<file path="config.mk">
export PLATFORM = sky130hd
export DESIGN_NAME = apb_rr_master
export DESIGN_NICKNAME = d
export VERILOG_FILES = /design/src/rtl/apb_rr_master.sv
export SDC_FILE = /design/constraint.sdc
export NUM_CORES = 1
export LEC_CHECK = 0
export CORE_AREA = 8 8 89 111
export DETAILED_ROUTE_END_ITERATION = 10
export DIE_AREA = 0 0 97 119
export PLACE_DENSITY_LB_ADDON = 0.05
export SYNTH_ARGS = -nofsm -noshare
export SYNTH_HDL_FRONTEND = slang
export SYNTH_SLANG_ARGS = --single-unit
</file>
<file path="constraint.sdc">
create_clock -name i_clk -period 4.03 [get_ports i_clk]
set_input_delay 0.806 -clock i_clk [delete_from_list [all_inputs] [get_ports i_clk]]
set_output_delay 0.806 -clock i_clk [all_outputs]
set_load 0.01 [all_outputs]
</file>
<file path="src/rtl/apb_rr_master.sv">
// ---------------------------------------------------------------------------
// apb_rr_master
//   Round-robin APB master. Shares one APB slave between N_REQ local
//   requesters: picks a winner fairly, latches its command, runs the APB
//   SETUP/ACCESS handshake, and returns read data / error to the owner.
//   A bounded wait on pready keeps a dead slave from hanging the bus.
//
// Ports
//   i_clk, i_rst_n     clock (rising edge), asynchronous active-low reset
//   i_req_valid        per-requester command valid            [N_REQ]
//   i_req_write        per-requester direction (1 = write)    [N_REQ]
//   i_req_addr         flattened addresses, req i at [i*ADDR_W +: ADDR_W]
//   i_req_wdata        flattened write data, req i at [i*DATA_W +: DATA_W]
//   o_req_ready        one-hot acceptance pulse, combinational, IDLE only
//   o_rsp_valid        one-hot single-cycle completion pulse to the owner
//   o_rsp_rdata        read data (0 for writes / timeouts), held until next
//   o_rsp_err          error flag (pslverr or timeout), held until next
//   o_busy             high while in SETUP or ACCESS
//   o_psel, o_penable  APB control, decoded from the state register
//   o_pwrite, o_paddr, o_pwdata  APB command, registered at acceptance
//   i_pready, i_pslverr, i_prdata  APB slave response
// ---------------------------------------------------------------------------
module apb_rr_master #(
  parameter int N_REQ   = 2,
  parameter int ADDR_W  = 3,
  parameter int DATA_W  = 32,
  parameter int TIMEOUT = 16
) (
  input  logic                      i_clk,
  input  logic                      i_rst_n,
  input  logic [N_REQ-1:0]          i_req_valid,
  input  logic [N_REQ-1:0]          i_req_write,
  input  logic [N_REQ*ADDR_W-1:0]   i_req_addr,
  input  logic [N_REQ*DATA_W-1:0]   i_req_wdata,
  output logic [N_REQ-1:0]          o_req_ready,
  output logic [N_REQ-1:0]          o_rsp_valid,
  output logic [DATA_W-1:0]         o_rsp_rdata,
  output logic                      o_rsp_err,
  output logic                      o_busy,
  output logic                      o_psel,
  output logic                      o_penable,
  output logic                      o_pwrite,
  output logic [ADDR_W-1:0]         o_paddr,
  output logic [DATA_W-1:0]         o_pwdata,
  input  logic                      i_pready,
  input  logic                      i_pslverr,
  input  logic [DATA_W-1:0]         i_prdata
);

  localparam int IDX_W = (N_REQ > 1) ? $clog2(N_REQ) : 1;
  localparam int CNT_W = $clog2(TIMEOUT);

  typedef enum logic [1:0] {
    ST_IDLE   = 2'd0,
    ST_SETUP  = 2'd1,
    ST_ACCESS = 2'd2
  } state_t;

  state_t              r_state;
  logic [IDX_W-1:0]    r_last_grant;
  logic [IDX_W-1:0]    r_owner;
  logic [CNT_W-1:0]    r_tmo_cnt;
  logic                r_pwrite;
  logic [ADDR_W-1:0]   r_paddr;
  logic [DATA_W-1:0]   r_pwdata;
  logic [N_REQ-1:0]    r_rsp_valid;
  logic [DATA_W-1:0]   r_rsp_rdata;
  logic                r_rsp_err;

  logic [IDX_W:0]      w_pick;
  logic                w_win_any;
  logic [IDX_W-1:0]    w_win_idx;
  logic                w_sel_write;
  logic [ADDR_W-1:0]   w_sel_addr;
  logic [DATA_W-1:0]   w_sel_wdata;
  logic [N_REQ-1:0]    w_ready;

  // Round-robin search: first valid requester after 'last', wrapping.
  // Result is {found, index}.
  function automatic logic [IDX_W:0] rr_pick(input logic [N_REQ-1:0] valid,
                                             input logic [IDX_W-1:0] last);
    logic [IDX_W:0] res;
    int             idx;
    res = {1'b0, {IDX_W{1'b0}}};
    for (int k = 1; k <= N_REQ; k++) begin
      idx = int'(last) + k;
      if (idx >= N_REQ) begin
        idx = idx - N_REQ;
      end else begin
        idx = idx;
      end
      if (!res[IDX_W] && valid[IDX_W'(idx)]) begin
        res = {1'b1, IDX_W'(idx)};
      end else begin
        res = res;
      end
    end
    return res;
  endfunction

  // One-hot decode of a requester index.
  function automatic logic [N_REQ-1:0] onehot(input logic [IDX_W-1:0] idx);
    return {{(N_REQ-1){1'b0}}, 1'b1} << idx;
  endfunction

  // Arbitration winner for the current cycle.
  always_comb begin
    w_pick    = rr_pick(i_req_valid, r_last_grant);
    w_win_any = w_pick[IDX_W];
    w_win_idx = w_pick[IDX_W-1:0];
  end

  // Mux out the winner's command fields from the flattened request buses.
  always_comb begin
    w_sel_write = 1'b0;
    w_sel_addr  = {ADDR_W{1'b0}};
    w_sel_wdata = {DATA_W{1'b0}};
    for (int i = 0; i < N_REQ; i++) begin
      w_sel_write = (w_win_idx == IDX_W'(i)) ? i_req_write[i] : w_sel_write;
      w_sel_addr  = (w_win_idx == IDX_W'(i)) ? i_req_addr[i*ADDR_W +: ADDR_W] : w_sel_addr;
      w_sel_wdata = (w_win_idx == IDX_W'(i)) ? i_req_wdata[i*DATA_W +: DATA_W] : w_sel_wdata;
    end
  end

  // Acceptance pulse: only offered while idle, so a request raised during a
  // transfer simply waits.
  always_comb begin
    if ((r_state == ST_IDLE) && w_win_any) begin
      w_ready = onehot(w_win_idx);
    end else begin
      w_ready = {N_REQ{1'b0}};
    end
  end

  // Transfer FSM with all command/response registers.
  always_ff @(posedge i_clk or negedge i_rst_n) begin
    if (!i_rst_n) begin
      r_state      <= ST_IDLE;
      r_last_grant <= IDX_W'(N_REQ - 1);
      r_owner      <= {IDX_W{1'b0}};
      r_tmo_cnt    <= {CNT_W{1'b0}};
      r_pwrite     <= 1'b0;
      r_paddr      <= {ADDR_W{1'b0}};
      r_pwdata     <= {DATA_W{1'b0}};
      r_rsp_valid  <= {N_REQ{1'b0}};
      r_rsp_rdata  <= {DATA_W{1'b0}};
      r_rsp_err    <= 1'b0;
    end else begin
      r_rsp_valid <= {N_REQ{1'b0}};
      case (r_state)
        ST_IDLE: begin
          if (w_win_any) begin
            r_pwrite     <= w_sel_write;
            r_paddr      <= w_sel_addr;
            r_pwdata     <= w_sel_wdata;
            r_owner      <= w_win_idx;
            r_last_grant <= w_win_idx;
            r_state      <= ST_SETUP;
          end else begin
            r_state <= ST_IDLE;
          end
        end
        ST_SETUP: begin
          r_tmo_cnt <= {CNT_W{1'b0}};
          r_state   <= ST_ACCESS;
        end
        ST_ACCESS: begin
          // pready is only looked at here, so a late/stale pready seen in
          // IDLE or SETUP can never complete the wrong transfer.
          if (i_pready) begin
            r_rsp_valid <= onehot(r_owner);
            r_rsp_rdata <= r_pwrite ? {DATA_W{1'b0}} : i_prdata;
            r_rsp_err   <= i_pslverr;
            r_state     <= ST_IDLE;
          end else if (r_tmo_cnt == CNT_W'(TIMEOUT - 1)) begin
            r_rsp_valid <= onehot(r_owner);
            r_rsp_rdata <= {DATA_W{1'b0}};
            r_rsp_err   <= 1'b1;
            r_state     <= ST_IDLE;
          end else begin
            r_tmo_cnt <= r_tmo_cnt + CNT_W'(1'b1);
            r_state   <= ST_ACCESS;
          end
        end
        default: begin
          r_state <= ST_IDLE;
        end
      endcase
    end
  end

  assign o_req_ready = w_ready;
  assign o_rsp_valid = r_rsp_valid;
  assign o_rsp_rdata = r_rsp_rdata;
  assign o_rsp_err   = r_rsp_err;
  assign o_busy      = (r_state == ST_SETUP) || (r_state == ST_ACCESS);
  assign o_psel      = (r_state == ST_SETUP) || (r_state == ST_ACCESS);
  assign o_penable   = (r_state == ST_ACCESS);
  assign o_pwrite    = r_pwrite;
  assign o_paddr     = r_paddr;
  assign o_pwdata    = r_pwdata;

endmodule
</file>
; After elaboration in Yosys (flattened, before gate mapping)
; Cells that the tools add are included.
[word_totals]
reg_bits = 79
input_bits = 110
out_inout_bits = 76
wordCells = 63
[classes]
addsub = 5
magnitude_cmp = 4
n_eq_ne = 5
shifts = 2
muxes = 27
n_reduce_logical = 10
[ops]
columns = cell, n
row1 = two-way mux 32 bit, 4
row2 = two-way mux 2 bit, 8
row3 = two-way mux 1 bit, 10
row4 = two-way mux 4 bit, 2
row5 = one-hot mux 4 bit (2 select lines), 1
row6 = less-than comparator 1 x 3 -> 1 bit (second input constant), 2
row7 = one-hot mux 2 bit (3 select lines), 1
row8 = adder 4 x 1 -> 4 bit (second input constant), 1
row9 = == test 4 bit (second input constant), 1
row10 = inequality test 2 bit (second input constant), 2
row11 = AND reduction 2 bit, 2
row12 = nonzero test 2 bit, 2
row13 = << shifter 1 x 1 -> 2 bit (first input constant), 2
row14 = adder 1 x 2 -> 3 bit (second input constant), 1
row15 = greater-or-equal comparator 3 x 2 -> 1 bit (second input constant), 1
row16 = two-way mux 3 bit, 1
row17 = AND reduction 3 bit, 1
row18 = adder 1 x 1 -> 2 bit (second input constant), 1
row19 = == test 2 x 1 -> 1 bit (second input constant), 1
row20 = == test 2 bit (second input constant), 1
row21 = greater-or-equal comparator 2 bit (second input constant), 1
row22 = logical AND 1 bit, 2
row23 = logical NOT 2 bit, 1
row24 = subtractor 1 bit (second input constant), 2
row25 = 2 further kinds, 2

; Logic depth before layout (Yosys ltp)
[logic_depth]
ltp_word = 12
depth_mapped = 7
ltp_nobuf = 5

; Least setup slack after synthesis
; OpenSTA, ideal clock, no wires.
[synth_path]
path_type = input port to output port
from = in i_req_valid[0]
to = out o_req_ready[1]
arrival_ps = 1225
setup_slack_ps = 1999
stages = 3
cell_sequence = nand2_1 -> buf_2 -> nor2_1
[synth_via]
elab_chain_len = 8
word_cells_on_any_way = 11
[synth_lines]
columns = item, line
row1 = from (decl), 31  ; input logic [N_REQ-1:0] i_req_valid,
row2 = two-way mux 1 bit (not written as such) (2 in a row), 92  ; if (!res[IDX_W] && valid[IDX_W'(idx)]) begin
row3 = two-way mux 2 bit, 92
row4 = logical NOT 1 bit, 92
row5 = logical AND 1 bit, 92
row6 = two-way mux 2 bit (*), 92
row7 = << shifter 1 x 1 -> 2 bit / logical AND 1 bit (equally long branches), "103, 128"
row8 = two-way mux 2 bit (*), 128  ; if ((r_state == ST_IDLE) && w_win_any) begin
row9 = to (decl), 35  ; output logic [N_REQ-1:0] o_req_ready,
; Every way passes the cells marked *; elsewhere a longest branch is shown, timed or not. The select of a mux whose other input is x is not followed.

; Worst setup path after layout
; Same ends and word-level chain as after synthesis.

==> impl_metrics.env <==
export IMPL_dpl_hpwl_mm=7.18
export IMPL_min_from="r_owner"
export IMPL_status="complete, no violations"
export IMPL_wirelength_mm=9.52
export IMPL_post_route_min_period_ps=2910
export IMPL_grt_pass1_wl_mm=15.4
export IMPL_reg2reg_setup_slack_ps=2300
export IMPL_dieArea_mm2=0.0115
export IMPL_arrival_ps=2100
export IMPL_grtUsageMet2=0.262
export IMPL_insertion_delay_ps=340
export IMPL_critPathMaxFanout=2
export IMPL_ys_types=29
export IMPL_fin_skew_ps=12.9
export IMPL_reg2reg_from="r_state[0]"
export IMPL_cts_hold_buf=0
export IMPL_grtUsageMet1=0.194
export IMPL_grt_max_degree=80
export IMPL_setup_tns_ps=0
export IMPL_antenna_found_initial=0
export IMPL_cts_max_level=3
export IMPL_synth_edff_count=0
export IMPL_netlist_instances=282
export IMPL_gr_max_usage_layer="met2"
export IMPL_drv_slew=0
export IMPL_slew_headroom=0.342
export IMPL_clock_tree_root_cell="clkbuf_8"
export IMPL_die_w_um=97
export IMPL_hold_depth=1
export IMPL_fin_cells=560
export IMPL_tritoncts="yes"
export IMPL_yosys_warnings=0
export IMPL_use_met3=0.0798
export IMPL_tightest_slew_ps=986
export IMPL_die_y_um=119
export IMPL_clk_path_buf_depth=2
export IMPL_syn_area_mm2=0.00334
export IMPL_post_cts_buffers=0
export IMPL_drc_errors=0
export IMPL_cp_required_ps=3220
export IMPL_reg2regPathDepth=6
export IMPL_core_area_mm2=0.00810
export IMPL_antenna_cells=0
export IMPL_grt_usage=0.165
export IMPL_vdd_drop_max_uv=360
export IMPL_p_clk_frac=0.182
export IMPL_p_leak_uw=0.00242
export IMPL_grt_setup_unrepaired="false"
export IMPL_synth_flop_cell="dfrtp_1"
export IMPL_drt_iter0_drc=71
export IMPL_min_period_over_period=0.721
export IMPL_post_place_cells=545
export IMPL_synth_area_per_cell_um2=11.9
export IMPL_switchingPower_uw=1230
export IMPL_power_per_cell_area_mw_per_mm2=694
export IMPL_switching_share=0.328
export IMPL_ys_ff_latch=79
export IMPL_seqPwrFrac=0.353
export IMPL_hold_end="o_rsp_valid[0]"
export IMPL_pwr_share_comb=0.465
export IMPL_drt_pass1_iter_count=4
export IMPL_yosysSeqAreaShare=0.592
export IMPL_synthArstFlopShare=1.00
export IMPL_wire_per_inst_um=17.0
export IMPL_start_util=0.413
export IMPL_hold_slack_ps=471
export IMPL_synth_fp_nets=395
export IMPL_clock_sinks=79
export IMPL_fmax_mhz=344
export IMPL_grt_pass1_vias=2955
export IMPL_antenna_left=0
export IMPL_regArea_mm2=0.00198
export IMPL_multi_input_comb_area_mm2=0.00120
export IMPL_portBuffers=184
export IMPL_drv_cap=0
export IMPL_ioPinCount=186
export IMPL_hold_viol=0
export IMPL_fp_row_count=37
export IMPL_cp_start_kind="input pin"
export IMPL_hold_class="flop to flop"
export IMPL_fin_nets=572
export IMPL_internal_power_uw=2520
export IMPL_rr_endpoint="o_rsp_rdata[17]"
export IMPL_critPathLaunch="i_req_valid[0]"
export IMPL_cts_resized_gates=0
export IMPL_cts_buffers=9
export IMPL_num_vias=2776
export IMPL_finalSetupViolations=0
export IMPL_gp_congestion=0.720
export IMPL_clk_pin_slew_ps=70
export IMPL_drive_gt1_frac=0.0497
export IMPL_cp_end_kind="primary output"
export IMPL_area_growth_pct=61.8
export IMPL_critical_path_class="input pin to primary output"
export IMPL_grt_remaining_overflow=0
export IMPL_vias_per_cell=4.96
export IMPL_nFillCells=677
routing by layer:
layer  share of wire  up-vias
met5               0        -
met4          0.0092        0
met3            0.10        8
met2            0.48      117
met1            0.41     1301
li1                -     1350
power by group through the flow:
stage / sequential (uW) / clock (uW) / combinational (uW)
5_1_grt: 1370 / 733 / 1910
3_3_place_gp: 1320 / 0 / 1760
4_1_cts: 1330 / 692 / 1790
3_5_place_dp: 1340 / 0 / 1780
2_1_floorplan: 1460 / 0 / 742
6_report: 1330 / 683 / 1750
cell families (layout without fill, tap and decap cells):
| family | Yosys count | after routing | share of synthesized area |
|---|---|---|---|
| AND/OR/NAND/NOR | 56 | 56 | 0.0711 |
| XOR/XNOR | 1 | 1 | 0.00262 |
| AO/OA/AOI/OAI | 80 | 80 | 0.165 |
| adder cells (fa/ha/maj) | 3 | 3 | 0.0112 |
| flip-flops | 79 | 79 | 0.592 |
| multiplexers | 36 | 36 | 0.108 |
| buffers and inverters | 27 | 208 | 0.0505 |
sequential cells by signal, summed over array words and instances, names as in the netlist, 2 cells and up:
register / flops
o_rsp_rdata: 32
r_tmo_cnt: 4
r_state: 2
o_rsp_valid: 2
o_pwdata: 32
o_paddr: 3
worst max path at each step:
| stage | to | slack (ps) | depth (start not counted) |
|---|---|---|---|
| finish | o_req_ready[1] | 1120 | 4 |
| CTS | o_req_ready[1] | 1100 | 4 |
| global route | o_req_ready[1] | 1030 | 4 |
| global placement | o_req_ready[1] | 1110 | 4 |
| floorplan | o_req_ready[1] | 2000 | 3 |
| detailed placement | o_req_ready[1] | 1100 | 4 |
cell type report:
class | instances | share of cell area
well taps | 97 | 0.0224
flip-flops and latches | 79 | 0.366
clock buffers | 11 | 0.0243
repair buffers | 187 | 0.344
clock inverters | 4 | 0.0176
multi-input cells | 176 | 0.222
inverters | 6 | 0.00416
critical path, cell delays in order:
cell             delay [ps]
clkdlybuf4s50_1         510
nand2_2                  70
nor2_1                  130
clkdlybuf4s50_1         590
cells in the mapped netlist (2+ instances only):
library cell  count  area, um2
dfrtp_1          78       1950
nand2_1          43        161
mux2i_1          36        360
a22o_1           32        280
o21ai_0          29        145
buf_4             8       60.1
o21ai_1           7       35.0
buf_2             6       30.0
inv_1             6       22.5
buf_6             4       45.0
nor2_1            4       15.0
a21oi_1           3       15.0
a31oi_1           3       18.8
clkbuf_1          3       11.3
ha_1              3       37.5
nand3_1           3       15.0
and3_1            2       12.5
stage by stage:
stage,util,area [um2],worst slack [ps],total power [uW]
finish,0.668,5410,1120,3750
global route,0.668,5410,1030,4010
CTS,0.668,5410,1100,3810
detailed placement,0.640,5180,1100,3120
global placement,0.640,5180,1110,3080
floorplan,-,3340,2000,2200
cell usage in the layout (no fill, tap or decap), types with 4 or more instances in the layout:
| master | netlist | final |
|---|---|---|
| dfrtp_1 | 78 | 78 |
| buf_4 | 8 | 4 |
| nor2_1 | 4 | 4 |
| inv_1 | 6 | 6 |
| nand2_1 | 43 | 42 |
| a22o_1 | 32 | 32 |
| o21ai_1 | 7 | 7 |
| o21ai_0 | 29 | 29 |
| clkdlybuf4s50_1 | 0 | 183 |
| clkbuf_8 | 0 | 9 |
| mux2i_1 | 36 | 36 |
Note: power is estimated with default switching activity, not from simulation.
